### config.mk
export PLATFORM = sky130hd
export DESIGN_NAME = aes_enc_round_ctrl
export DESIGN_NICKNAME = d
export VERILOG_FILES = /design/src/rtl/aes_ctrl_pkg.sv /design/src/rtl/aes_stage_timer.sv /design/src/rtl/aes_enc_round_ctrl.sv
export SDC_FILE = /design/constraint.sdc
export NUM_CORES = 1
export LEC_CHECK = 0
export BUFFER_PORTS_ARGS = -buffer_cell sky130_fd_sc_hd__clkbuf_2
export CAP_MARGIN = 5
export CORE_MARGIN = 5
export CORE_UTILIZATION = 35
export CTS_CLUSTER_SIZE = 30
export DETAILED_ROUTE_END_ITERATION = 10
export HOLD_SLACK_MARGIN = 0.03
export PLACE_DENSITY = 0.61
export SYNTH_ARGS = -nofsm -noshare
export SYNTH_HDL_FRONTEND = slang
export SYNTH_SLANG_ARGS = --single-unit
### constraint.sdc
create_clock -name clk -period 2.4 [get_ports clk]
set_input_delay 0.12 -clock clk [delete_from_list [all_inputs] [get_ports clk]]
set_output_delay 0.12 -clock clk [all_outputs]
set_load 0.02 [all_outputs]
### src/rtl/aes_ctrl_pkg.sv
// Shared types for the AES encrypt/decrypt round controllers:
// FSM state encoding, error codes and the default round count.
package aes_ctrl_pkg;

    typedef enum logic [2:0] {
        ST_IDLE,
        ST_ARK0,
        ST_SUB,
        ST_SHF,
        ST_MC,
        ST_ARK,
        ST_OUT
    } state_e;

    localparam logic [1:0] ERR_NONE  = 2'b00;
    localparam logic [1:0] ERR_UNEXP = 2'b01;
    localparam logic [1:0] ERR_TMO   = 2'b10;
    localparam logic [1:0] ERR_START = 2'b11;

    localparam int unsigned N_ROUNDS_DEF = 14;

    function automatic logic is_stage(state_e s);
        return (s == ST_ARK0) || (s == ST_SUB) || (s == ST_SHF) ||
               (s == ST_MC) || (s == ST_ARK);
    endfunction

endpackage

### src/rtl/aes_stage_timer.sv
// Stage watchdog: reloads on every stage entry, counts down to zero
// and saturates there; expired_o marks the TMO_CYC-th cycle in a stage.
module aes_stage_timer #(
    parameter int unsigned TMO_CYC = 255
) (
    input  logic clk,
    input  logic resetn,
    input  logic clr_i,
    output logic expired_o
);

    localparam int unsigned CNT_W = (TMO_CYC < 2) ? 1 : $clog2(TMO_CYC);
    localparam logic [CNT_W-1:0] LOAD = CNT_W'(TMO_CYC - 1);

    logic [CNT_W-1:0] cnt_q;
    logic [CNT_W-1:0] cnt_d;

    always_comb begin
        cnt_d = cnt_q;
        if (clr_i) begin
            cnt_d = LOAD;
        end else if (cnt_q != '0) begin
            cnt_d = cnt_q - 1'b1;
        end
    end

    always_ff @(posedge clk) begin
        if (!resetn) begin
            cnt_q <= '0;
        end else begin
            cnt_q <= cnt_d;
        end
    end

    assign expired_o = (cnt_q == '0);

endmodule

### src/rtl/aes_enc_round_ctrl.sv
// AES encryption round sequencer: drives the SubBytes/ShiftRows/
// MixColumns/AddRoundKey handshakes, round-key index and error flags.
module aes_enc_round_ctrl
    import aes_ctrl_pkg::*;
#(
    parameter int unsigned N_ROUNDS = N_ROUNDS_DEF,
    parameter int unsigned RND_W    = 4,
    parameter int unsigned TMO_CYC  = 255
) (
    input  logic             clk,
    input  logic             resetn,
    input  logic             in_valid,
    output logic             in_ready,
    output logic             out_valid,
    input  logic             out_ready,
    output logic             sub_start,
    input  logic             sub_done,
    output logic             shf_start,
    input  logic             shf_done,
    output logic             mc_start,
    input  logic             mc_done,
    output logic             ark_start,
    input  logic             ark_done,
    output logic [RND_W-1:0] key_sel,
    output logic             mux_sel,
    output logic [RND_W-1:0] round,
    output logic             err,
    output logic [1:0]       err_code
);

    localparam logic [RND_W-1:0] LAST = RND_W'(N_ROUNDS);

    state_e           state_q;
    state_e           state_d;
    logic             entry_q;
    logic             entry_d;
    logic [RND_W-1:0] round_q;
    logic [RND_W-1:0] round_d;
    logic [RND_W-1:0] key_q;
    logic [RND_W-1:0] key_d;
    logic             mux_q;
    logic             mux_d;
    logic             err_q;
    logic             err_d;
    logic [1:0]       code_q;
    logic [1:0]       code_d;

    logic             own_done;
    logic             stray;
    logic             in_stage;
    logic             fwd;
    logic             kill;
    logic [1:0]       new_code;
    logic             tmo_exp;

    aes_stage_timer #(
        .TMO_CYC (TMO_CYC)
    ) u_timer (
        .clk       (clk),
        .resetn    (resetn),
        .clr_i     (entry_d),
        .expired_o (tmo_exp)
    );

    always_ff @(posedge clk) begin
        if (!resetn) begin
            state_q <= ST_IDLE;
            entry_q <= 1'b0;
            round_q <= '0;
            key_q   <= '0;
            mux_q   <= 1'b0;
            err_q   <= 1'b0;
            code_q  <= ERR_NONE;
        end else begin
            state_q <= state_d;
            entry_q <= entry_d;
            round_q <= round_d;
            key_q   <= key_d;
            mux_q   <= mux_d;
            err_q   <= err_d;
            code_q  <= code_d;
        end
    end

    always_comb begin
        own_done = 1'b0;
        stray    = 1'b0;
        unique case (state_q)
            ST_ARK0, ST_ARK: begin
                own_done = ark_done;
                stray    = sub_done | shf_done | mc_done;
            end
            ST_SUB: begin
                own_done = sub_done;
                stray    = shf_done | mc_done | ark_done;
            end
            ST_SHF: begin
                own_done = shf_done;
                stray    = sub_done | mc_done | ark_done;
            end
            ST_MC: begin
                own_done = mc_done;
                stray    = sub_done | shf_done | ark_done;
            end
            default: ;
        endcase

        in_stage = is_stage(state_q);
        // a done coinciding with its own start is a protocol error, not progress
        fwd      = in_stage && own_done && !entry_q;
        kill     = in_stage && tmo_exp && !fwd;

        new_code = ERR_NONE;
        if (in_stage && stray) begin
            new_code = ERR_UNEXP;
        end
        if (kill) begin
            new_code = ERR_TMO;
        end
        if (in_stage && own_done && entry_q) begin
            new_code = ERR_START;
        end

        state_d = state_q;
        round_d = round_q;
        err_d   = err_q;
        code_d  = code_q;

        unique case (state_q)
            ST_IDLE: begin
                if (in_valid) begin
                    state_d = ST_ARK0;
                    round_d = '0;
                    err_d   = 1'b0;
                    code_d  = ERR_NONE;
                end
            end
            ST_ARK0: begin
                if (fwd) begin
                    state_d = ST_SUB;
                    round_d = RND_W'(1);
                end
            end
            ST_SUB: begin
                if (fwd) begin
                    state_d = ST_SHF;
                end
            end
            ST_SHF: begin
                if (fwd) begin
                    state_d = (round_q < LAST) ? ST_MC : ST_ARK;
                end
            end
            ST_MC: begin
                if (fwd) begin
                    state_d = ST_ARK;
                end
            end
            ST_ARK: begin
                if (fwd) begin
                    if (round_q < LAST) begin
                        state_d = ST_SUB;
                        round_d = round_q + 1'b1;
                    end else begin
                        state_d = ST_OUT;
                    end
                end
            end
            ST_OUT: begin
                if (out_ready) begin
                    state_d = ST_IDLE;
                    round_d = '0;
                end
            end
            default: begin
                state_d = ST_IDLE;
            end
        endcase

        if (kill) begin
            state_d = ST_IDLE;
            round_d = '0;
        end

        if (new_code != ERR_NONE) begin
            err_d  = 1'b1;
            code_d = new_code;
        end

        entry_d = is_stage(state_d) && (state_d != state_q);

        key_d = key_q;
        if ((state_d == ST_ARK0) || (state_d == ST_ARK)) begin
            key_d = round_d;
        end

        // mux keeps its last setting while idle so reset leaves it at 0
        mux_d = mux_q;
        if (state_d == ST_ARK0) begin
            mux_d = 1'b0;
        end else if (state_d != ST_IDLE) begin
            mux_d = 1'b1;
        end
    end

    always_comb begin
        in_ready  = (state_q == ST_IDLE);
        out_valid = (state_q == ST_OUT);
        sub_start = entry_q && (state_q == ST_SUB);
        shf_start = entry_q && (state_q == ST_SHF);
        mc_start  = entry_q && (state_q == ST_MC);
        ark_start = entry_q && ((state_q == ST_ARK0) || (state_q == ST_ARK));
        key_sel   = key_q;
        mux_sel   = mux_q;
        round     = round_q;
        err       = err_q;
        err_code  = code_q;
    end

endmodule

# Word-level counts from Yosys, hierarchy flattened
# Index checks and enable logic that the tools add are counted.
[totals]
reg_bits = 24
output_inout_bits = 18
[classes]
addsub = 2
order_cmp = 1
n_eq_ne = 12
n_mux = 31
bitwise = 8
reduce_logical = 35
[ops]
columns = ["op", "n"]
rows = [
  ["3-bit two-way mux", 9],
  ["4-bit two-way mux", 6],
  ["3-bit case mux with 7 select lines", 1],
  ["8-bit two-way mux", 2],
  ["4-bit case mux with 4 select lines", 1],
  ["3-bit equality test (second input constant)", 5],
  ["3-bit by 2-bit equality test with 1-bit output (second input constant)", 4],
  ["1-bit logical AND", 11],
  ["1-bit logical OR", 10],
  ["2-bit two-way mux", 5],
  ["8-bit zero test", 1],
  ["1-bit case mux with 4 select lines", 2],
  ["2-bit nonzero test", 4],
  ["8-bit nonzero test", 1],
  ["8-bit by 1-bit subtractor with 8-bit output (second input constant)", 1],
  ["1-bit OR", 7],
  ["3-bit by 1-bit equality test with 1-bit output (second input constant)", 2],
  ["2-bit OR reduction", 3],
  ["1-bit two-way mux", 5],
  ["4-bit by 1-bit adder with 4-bit output (second input constant)", 1],
  ["4-bit less-than comparator (second input constant)", 1],
  ["3-bit zero test", 1],
  ["3-bit != test", 1],
  ["3-bit nonzero test", 1],
  ["3 further kinds", 4],
]

# Longest topological paths before layout
# Gate-level depths: netlist of the first run.
[depth]
ltp_word = 17
mapped_depth = 11

# Modules after synthesis
# Synthesis of the first run repeated with hierarchy kept, for this count alone.
[unflattened]
hier_cells = 200
hier_area_um2 = 1726.7
[modules_own_cells]
columns = ["module", "instances", "cells_per_inst", "area_per_inst_um2"]
rows = [
  ["aes_enc_round_ctrl", 1, 153, 1286.2],
  ["aes_stage_timer", 1, 47, 440.4],
]

# Least setup slack after synthesis of the first run
# OpenSTA, ideal clock, no wires.
[synth_timing]
path_type = "register to register"
startpoint = "register u_timer.cnt_q[3]"
endpoint = "register u_timer.cnt_q[7]"
setup_ps = 132
arrival_time_ps = 2222
required_ps = 2268
setup_slack_ps = 47
path_stages_with_launch = 8
n_path_buf = 0
period_less_slack_ps = 2353
path_cell_list = "dfxtp_1 -> or4_4 -> or3_1 -> and2_4 -> a211oi_4 -> nor2_1 -> a2111oi_0 -> nor3_1"
[synth_via]
elab_chain_cells = 11
elab_cells_between_ends = 20
cone_classes = "add/sub: 1; eq/ne: 6; mux: 3; reduce/logical: 10"
[synth_lines]
columns = ["item", "line_no", "source"]
rows = [
  ["start, declared", "aes_stage_timer.sv:15", "logic [CNT_W-1:0] cnt_q;"],
  ["start signal, assigned", "aes_stage_timer.sv:31", "cnt_q <= cnt_d;"],
  ["8-bit zero test", "aes_stage_timer.sv:35", "assign expired_o = (cnt_q == '0);"],
  ["1-bit logical AND (2 in series)", "aes_enc_round_ctrl.sv:111", "kill = in_stage && tmo_exp && !fwd;"],
  ["3-bit two-way mux", "aes_enc_round_ctrl.sv:180", "if (kill) begin"],
  ["3-bit by 1-bit equality test with 1-bit output or 3-bit by 2-bit equality test with 1-bit output (tied branches)", "aes_ctrl_pkg.sv:23", "return (s == ST_ARK0) || (s == ST_SUB) || (s == ST_SHF) ||"],
  ["1-bit logical OR (3 in series)", "aes_ctrl_pkg.sv:23", ""],
  ["1-bit logical OR", "aes_ctrl_pkg.sv:24", "(s == ST_MC) || (s == ST_ARK);"],
  ["1-bit logical AND", "aes_enc_round_ctrl.sv:190", "entry_d = is_stage(state_d) && (state_d != state_q);"],
  ["8-bit two-way mux or 2-bit nonzero test (tied branches)", "--", ""],
]
# Parallel ways exist; a longest one is shown, timed or not. The select of a mux whose other input is x is not followed.
# A chain may end at the register's enable or synchronous reset.

# Final worst setup path of the first run
[layout_timing]
startpoint = "register u_timer.cnt_q[4]"
endpoint = "register u_timer.cnt_q[3]"
# Same word-level chain as after synthesis.

==> flow_summary.ini, run 1 <==
[placed_design]
gp_congestion = 0.812
dp_cells = 302
dpl.hpwl_mm = 3.33
pre_cts_ws_ps = -149
io_buffers = 25

[timing]
holdWs_ps = 243
finalHoldViolCount = 0
clock-skew-final_ps = 2.77
final_max_slew_viol_count = 0
finalCriticalPeriod_ps = 2430
fmax_ghz = 0.412
rsz0062_at_grt = true
setup_violations = 5
post-route-period-util_pct = 101
max_slew_margin_pct = 63.1
setup_slack_ps = -28.2
worst_pin_slew_ps = 546

[finish]
areaGrowthSynthToFinish_pct = 32.2
fin_util_pct = 48.6
multiInputGateArea_sq_mm = 0.00118
layoutNonFillerInstCount = 306
layout-drive-gt1-share_pct = 34.3
fin_nets = 266
fillerInstances = 430
seqCellArea_sq_um = 485
diodes = 0

[synthesis]
synth_top_area_share_pct = 29.6
synth-async-reset-ratio_pct = 0
dominantRegCellSynth = dfxtp_1
synth_area_per_cell_sq_um = 7.61
ys_seq_area_share_pct = 29.6
ys_top_cells_by_area = dfxtp_1, a21oi_1, nor2_1
synthDistinctLibCells = 48
syn_inst = 213
yosysTopAreaCell = dfxtp_1
yosysWarnings = 0
ys_top_cells_by_count = a21oi_1, dfxtp_1, nor2_1
synth_seq_cells = 24
synth.net_count = 223
mappedNetlistArea_sq_mm = 0.00162
synth-edff-count = 0

[floorplanning]
core_sq_mm = 0.00441
chipWidth_microns = 78.1
dieArea_sq_mm = 0.00609
initial_utilization_pct = 36.7
rows = 24
fp.dieH_microns = 78.1
num_io_pins = 26

[power]
power.leakage_nw = 0.835
internal-power_mw = 1.08
p_clk_share_pct = 12.9
pwr-share-seq_pct = 30.8
p_sw_share_pct = 40.1
ir_worst_vdd_uv = 422
combPwrFrac_pct = 56.4
p_sw_mw = 0.725
p_per_area_mw_per_mm2 = 842

[drt]
drt-initial-drc-count = 84
routedWlPerCell_microns = 14.8
drtPass1Iterations = 4
drtAntennaViolNets = 0
dr.max_layer_used = met4
wl_met3_microns = 201
route.met2.wl_mm = 2.01
drc_errors = 0
wl_met1_mm = 2.25
drt_wl_total_mm = 4.52
vias_per_cell = 5.56
vias = 1700

[clock_network]
cts_buffers = 3
cts_max_path_buffers = 2
clk_pin_slew_ps = 80
cts.sinks = 24
insertion_delay_ps = 260
tritoncts = done
htreeDepth = 1
root_buffer = clkbuf_8
holdBufCountCts = 0

[worst_setup_path]
worstPathRequired_ps = 2580
critPathMaxFanout = 8
cp.arrival_ps = 2610
critPathLaunchType = flop
worstSetupEndpointType = flop
crit_type = flop to flop

[status]
outcome = finished with violations
violations = negative setup slack

[global_route]
antenna_found_initial = 0
gr-total-overflow = 0
grt_pass1_wl_mm = 7.28
grtUsageTotal_pct = 14.2
grt_pass1_vias = 1527
grt_max_degree = 21

[min_path]
min_path_type = input pin to flop

[run]
maxCapViolCount = 0
## power by group through the flow
stage | Clock [mW] | Combinational [mW] | Sequential, mW
6_report | 0.232 | 1.02 | 0.555
5_1_grt | 0.252 | 1.12 | 0.564
4_1_cts | 0.242 | 0.946 | 0.550
3_5_place_dp | 0 | 0.913 | 0.554
3_3_place_gp | 0 | 0.908 | 0.552
2_1_floorplan | 0 | 0.611 | 0.553
## layout make-up
class	instances	share of cell area (%)
inverters	6	1.05
multi-input cells	168	55.2
well taps	52	3.04
repair buffers	53	16.2
clock buffers	3	1.93
flip-flops and latches	24	22.7
## cell usage in the layout, fill, tap and decap left out, drive strengths merged, types with 6 or more instances in the layout
master and instances:
dfxtp 24, clkbuf 28, o21ai 9, nand2 17
and3 6, buf 28, nor3b 7, inv 6
nor2 20, nor3 10, a21oi 25
## metrics by stage
step	power (mW)	cell area [sq um]	TNS, ps
3_5_place_dp	1.47	1950	-269
6_report	1.81	2140	-72.1
4_1_cts	1.74	2050	0
2_1_floorplan	1.16	1620	0
5_1_grt	1.94	2140	-593
3_3_place_gp	1.46	1950	-182
## logic make-up (layout without fill, tap and decap cells)
logic type / after synthesis / in the layout / share of synthesized area [%]
simple gates: 87 / 87 / 28.4
mux: 2 / 2 / 1.31
xor+xnor: 5 / 5 / 2.70
compound gates: 72 / 72 / 31.0
buf+inv: 21 / 62 / 5.40
flops: 24 / 24 / 29.6
fa+ha+maj: 2 / 2 / 1.54
## state kept, by name (all words and copies together), names as in the netlist
register and count:
state_q 3, err 1, key_sel 4, mux_sel 1
u_timer.cnt_q 8, round 4, err_code 2, entry_q 1
## metal layers
metal	vias up	GRT usage, %
met2	42	19.9
met5	-	0
met1	775	22.6
li1	876	-
met4	0	3.55
met3	7	1.60
## worst max-delay path: stages, from the launching register on
cell and delay, ps:
dfxtp_2 320, or4_4 550, or3_4 400, and2_4 160, a211oi_4 230, buf_6 160
and3_4 230, a21oi_4 70, a311oi_2 220
## path summary, 6_finish.rpt
kind / startpoint / endpoint / slack, ps / cells past startpoint
worst min-delay path: resetn / u_timer.cnt_q[5] / 240 / 3
worst max register to register: u_timer.cnt_q[4] / u_timer.cnt_q[3] / -30 / 8
worst min register to register: err / err / 480 / 2
worst max-delay path: u_timer.cnt_q[4] / u_timer.cnt_q[3] / -30 / 8
## repair_timing
item,in CTS,in global routing
endpoints found under the hold margin,0,0
gates resized for setup,11,18
buffers inserted,0,1
pin swaps,2,9
endpoints found under the setup margin,7,14
No activity file was read; power rests on OpenSTA's default activity.
==> inputs of run 2 (changes only) <==
PLACE_DENSITY = 0.59   (was 0.61)
clock period = 2.5 ns   (was 2.4 ns; I/O delays follow)
==> run 2 against run 1 <==
The flow now finishes without violations. Non-clock buffer count down 3. Fmax up 0.60%. Flip-flop and latch count unchanged. Critical path depth down 1. Cell count down 0.65%. Clock skew about the same. Combinational power down 14%. Wire length down 3.3%. Count of clock-buffer cells in the layout up 1. First-iteration DRC count up 17%.
==> flow_summary.ini, run 2 (synthesis results as in run 1) <==
[status]
outcome = finished clean

[finish]
final_cell_mix = clkbuf_2, a21oi_1, dfxtp_1, buf_4, nor2_1
top_register = u_timer.cnt_q
layoutNonFillerInstCount = 304
fin_nets = 263
diodes = 0
fin_area_sq_mm = 0.00204
areaGrowthSynthToFinish_pct = 26.1
largest_reg_flops = 8
layout-drive-gt1-share_pct = 30.2
final_common_cell = clkbuf_2

[floorplanning]
core_sq_mm = 0.00441
dieArea_sq_mm = 0.00609
chipWidth_microns = 78.1
rows = 24
fp.dieH_microns = 78.1
initial_utilization_pct = 36.7
num_io_pins = 26

[drt]
drtPass1Iterations = 4
drt_wl_total_mm = 4.37
drc_errors = 0
drt-initial-drc-count = 98
vias_per_cell = 5.60
vias = 1703
routedWlPerCell_microns = 14.4
drtAntennaViolNets = 0

[power]
p_per_area_mw_per_mm2 = 811
ir_worst_vdd_uv = 418
power.leakage_nw = 0.824
fin_total_pwr_mw = 1.66

[worst_setup_path]
worstReg2RegStart = u_timer.cnt_q[4]
crit_type = flop to flop
startpoint = u_timer.cnt_q[4]
worstPathRequired_ps = 2640
worstSetupEndpointType = flop
critPathMaxFanout = 6
cp.arrival_ps = 2550
critPathLaunchType = flop

[clock_network]
insertion_delay_ps = 260
holdBufCountCts = 0
clk_pin_slew_ps = 80
root_buffer = clkbuf_8
cts-resized-gates = 0
cts.sinks = 24
htreeDepth = 1
tritoncts = done
cts_setup_buffers = 0
cts_max_path_buffers = 2
cts_buffers = 3

[placed_design]
gp_congestion = 0.877
postPlaceCellArea_sq_mm = 0.00193
io_buffers = 25
pre_cts_ws_ps = 59.7
dp_cells = 300
dpl.hpwl_mm = 3.38

[timing]
setup_violations = 0
rsz0062_at_grt = true
worst_pin_slew_ps = 496
setup_slack_ps = 86.4
clock-skew-final_ps = 2.55
final_max_slew_viol_count = 0
final.setup.tns_ps = 0
max_slew_margin_pct = 66.5
finalCriticalPeriod_ps = 2410
fmax_ghz = 0.414
post-route-period-util_pct = 96.5
finalHoldViolCount = 0

[global_route]
grt_max_degree = 18
grt_pass1_vias = 1493
antenna_found_initial = 0
gr-total-overflow = 0
grt_pass1_wl_mm = 7.09
grtUsageTotal_pct = 13.9

[run]
maxCapViolCount = 0

[min_path]
hp-start = resetn
min_path_type = input pin to flop
-- run 2: worst max-delay path, cell delays in order (launching register included) --
cell and delay [ps]:
dfxtp_1 350, or4_4 540, or3_4 390, and2_4 180
a211oi_4 320, nor2_1 110, a2111oi_1 330, nor3_1 80
-- run 2: area by class of cell --
cell class	instances	area, sq um
Tap cell	52	65.1
Multi-Input combinational cell	168	1100
Timing Repair Buffer	50	317
Fill cell	424	2370
Sequential cell	24	480
Clock buffer	4	55.1
Inverter	6	22.5
-- run 2: worst paths after layout --
check                endpoint  slack [ps]  depth (start not counted)
max          u_timer.cnt_q[7]          90                          7
min          u_timer.cnt_q[5]         260                          3
max reg2reg  u_timer.cnt_q[7]          90                          7
min reg2reg               err         480                          2
-- run 2: metal layers --
| metal | vias up | share of wire [%] | track usage [%] |
|---|---|---|---|
| li1 | 873 | - | - |
| met1 | 778 | 52 | 21.6 |
| met2 | 50 | 41 | 19.3 |
| met4 | 0 | 0.75 | 4.39 |
| met3 | 2 | 6.3 | 2.06 |
| met5 | - | 0 | 0 |
-- run 2: per-stage QoR --
stage / hold WS [ps] / utilization [%]
3_3_place_gp: 461 / 43.8
2_1_floorplan: 278 / -
5_1_grt: 268 / 46.3
6_report: 255 / 46.3
4_1_cts: 238 / 45.1
3_5_place_dp: 469 / 43.8
-- run 2: where the power goes --
part | switching, mW | internal [mW] | total [mW] | leakage (nW)
Sequential | 0.0616 | 0.460 | 0.522 | 0.197
Clock | 0.116 | 0.140 | 0.256 | 0.0288
Combinational | 0.471 | 0.410 | 0.881 | 0.599
Total | 0.648 | 1.01 | 1.66 | 0.824
==> inputs of run 3 (changes only) <==
BUFFER_PORTS_ARGS = unset   (was -buffer_cell sky130_fd_sc_hd__clkbuf_2)
CELL_PAD_IN_SITES_DETAIL_PLACEMENT = 1   (was unset)
CELL_PAD_IN_SITES_GLOBAL_PLACEMENT = 1   (was unset)
DONT_BUFFER_PORTS = 1   (was unset)
PLACE_DENSITY = 0.68   (was 0.59)
SETUP_SLACK_MARGIN = 0.5   (was unset)
==> run 3 against run 2 <==
Die area stayed put. Cell count fell by 4.9%. Register-to-register slack about the same. Hold slack got worse by 190 ps. Sequential power grew 9.0%. Critical path depth rose by 1. Critical path type unchanged. Critical endpoint is now u_timer.cnt_q[6].
==> flow_summary.ini, run 3 (synthesis results as in run 1) <==
[worst_setup_path]
crit_type = flop to flop
worstSetupEndpointType = flop
worstPathRequired_ps = 2670
cp.arrival_ps = 2580
critPathMaxFanout = 8
critPathLaunchType = flop

[floorplanning]
fp.dieH_microns = 78.1
chipWidth_microns = 78.1
initial_utilization_pct = 36.7
dieArea_sq_mm = 0.00609
rows = 24
core_sq_mm = 0.00441
num_io_pins = 26

[timing]
final_max_slew_viol_count = 0
finalHoldViolCount = 0
worst_pin_slew_ps = 638
final.setup.tns_ps = 0
finalCriticalPeriod_ps = 2420
setup_violations = 0
max_slew_margin_pct = 57.2
clock-skew-final_ps = 4.09
rsz0062_at_grt = true
fmax_ghz = 0.414
post-route-period-util_pct = 96.7

[power]
p_clk_share_pct = 16.5
combPwrFrac_pct = 56.0
p_sw_mw = 0.847
pwr-share-seq_pct = 27.6
power.leakage_nw = 0.813
p_per_area_mw_per_mm2 = 915
p_sw_share_pct = 41.0
ir_worst_vdd_uv = 352
internal-power_mw = 1.22

[finish]
layout-drive-gt1-share_pct = 38.8
fin_area_sq_mm = 0.00226
diodes = 0
fin_nets = 248
top_register = u_timer.cnt_q
areaGrowthSynthToFinish_pct = 39.2
final_common_cell = buf_4
final_cell_mix = buf_4, nor2_1, a21oi_1, nand2_1, dfxtp_1
largest_reg_flops = 8

[drt]
drc_errors = 0
drt-initial-drc-count = 103
vias_per_cell = 6.30
drt_wl_total_mm = 6.49
drtAntennaViolNets = 0
routedWlPerCell_microns = 22.5
vias = 1822
drtPass1Iterations = 4

[global_route]
grt_pass1_vias = 1869
antenna_found_initial = 0
grt_max_degree = 16
grtUsageTotal_pct = 19.3
gr-total-overflow = 0
grt_pass1_wl_mm = 9.70

[placed_design]
postPlaceCellArea_sq_mm = 0.00183
gp_congestion = 0.886
io_buffers = 0
dpl.hpwl_mm = 4.12

[clock_network]
clk_pin_slew_ps = 90
cts_max_path_buffers = 2
root_buffer = clkbuf_8
cts.sinks = 24
insertion_delay_ps = 260
htreeDepth = 1
cts_buffers = 3
tritoncts = done

[min_path]
min_path_type = input pin to flop

[run]
maxCapViolCount = 0

[status]
outcome = finished clean
## run 3: changes by cell type in the layout (fill, tap and decap cells not counted), moves of 4 or more
cell and change:
clkbuf_2 -25, buf_6 +7, dfxtp_1 -7, a21oi_1 -4, a21oi_2 +4, a311oi_1 -4, dfxtp_2 +4
## run 3: critical path: stages (launching register included)
cell and delay (ps):
dfxtp_2 330, or4_4 530, or3_4 340, and2_4 160, a211oi_4 300, and3_4 260, a21oi_2 40, buf_6 150
a311oi_2 210
## run 3: worst paths after layout
path	cells after the start	from	slack (ps)	endpoint
worst min-delay path	2	resetn	60	round[0]
worst min register to register	2	err_code[1]	600	err_code[1]
worst max register to register	8	u_timer.cnt_q[6]	80	u_timer.cnt_q[6]
worst max-delay path	8	u_timer.cnt_q[6]	80	u_timer.cnt_q[6]
## run 3: power groups by stage
stage | clock network (mW) | logic, mW | registers (mW)
final | 0.340 | 1.16 | 0.569
after global routing | 0.360 | 1.25 | 0.578
after CTS | 0.340 | 1.02 | 0.561
after detailed placement | 0 | 0.808 | 0.567
after global placement | 0 | 0.773 | 0.556
after floorplan | 0 | 0.613 | 0.534
## run 3: timing repair
item | 4_1_cts | 5_1_grt
setup endpoints to repair | 20 | 23
endpoints found under the hold margin | 5 | 4
pin swaps | 13 | 10
cloned | 1 | 0
buffers inserted | 9 | 2
resized for setup | 38 | 22
## run 3: stage by stage
step | utilization, % | hold WS [ps] | worst slack [ps] | instances | power [mW]
after floorplan | - | 278 | 192 | 213 | 1.15
after global placement | 41.4 | 242 | 105 | 272 | 1.33
after detailed placement | 41.4 | 243 | -11.9 | 272 | 1.37
after CTS | 47.9 | -36.9 | 131 | 286 | 1.93
after global routing | 51.1 | 50.2 | -12.5 | 289 | 2.18
final | 51.1 | 60.4 | 83.6 | 289 | 2.06
## run 3: routing by layer
metal,GRT usage [%],wire length [microns],vias up
met4,4.56,83,0
met5,0,0,-
met2,33.8,3320,43
met3,3.20,256,8
li1,-,-,841
met1,24.6,2830,930
## run 3: area by class of cell
class	instances	area, sq um
Tap cell	52	65.1
Multi-Input combinational cell	168	1310
Inverter	6	22.5
Clock buffer	3	41.3
Clock inverter	1	30.0
Sequential cell	24	497
Fill cell	511	2160
Timing Repair Buffer	35	295
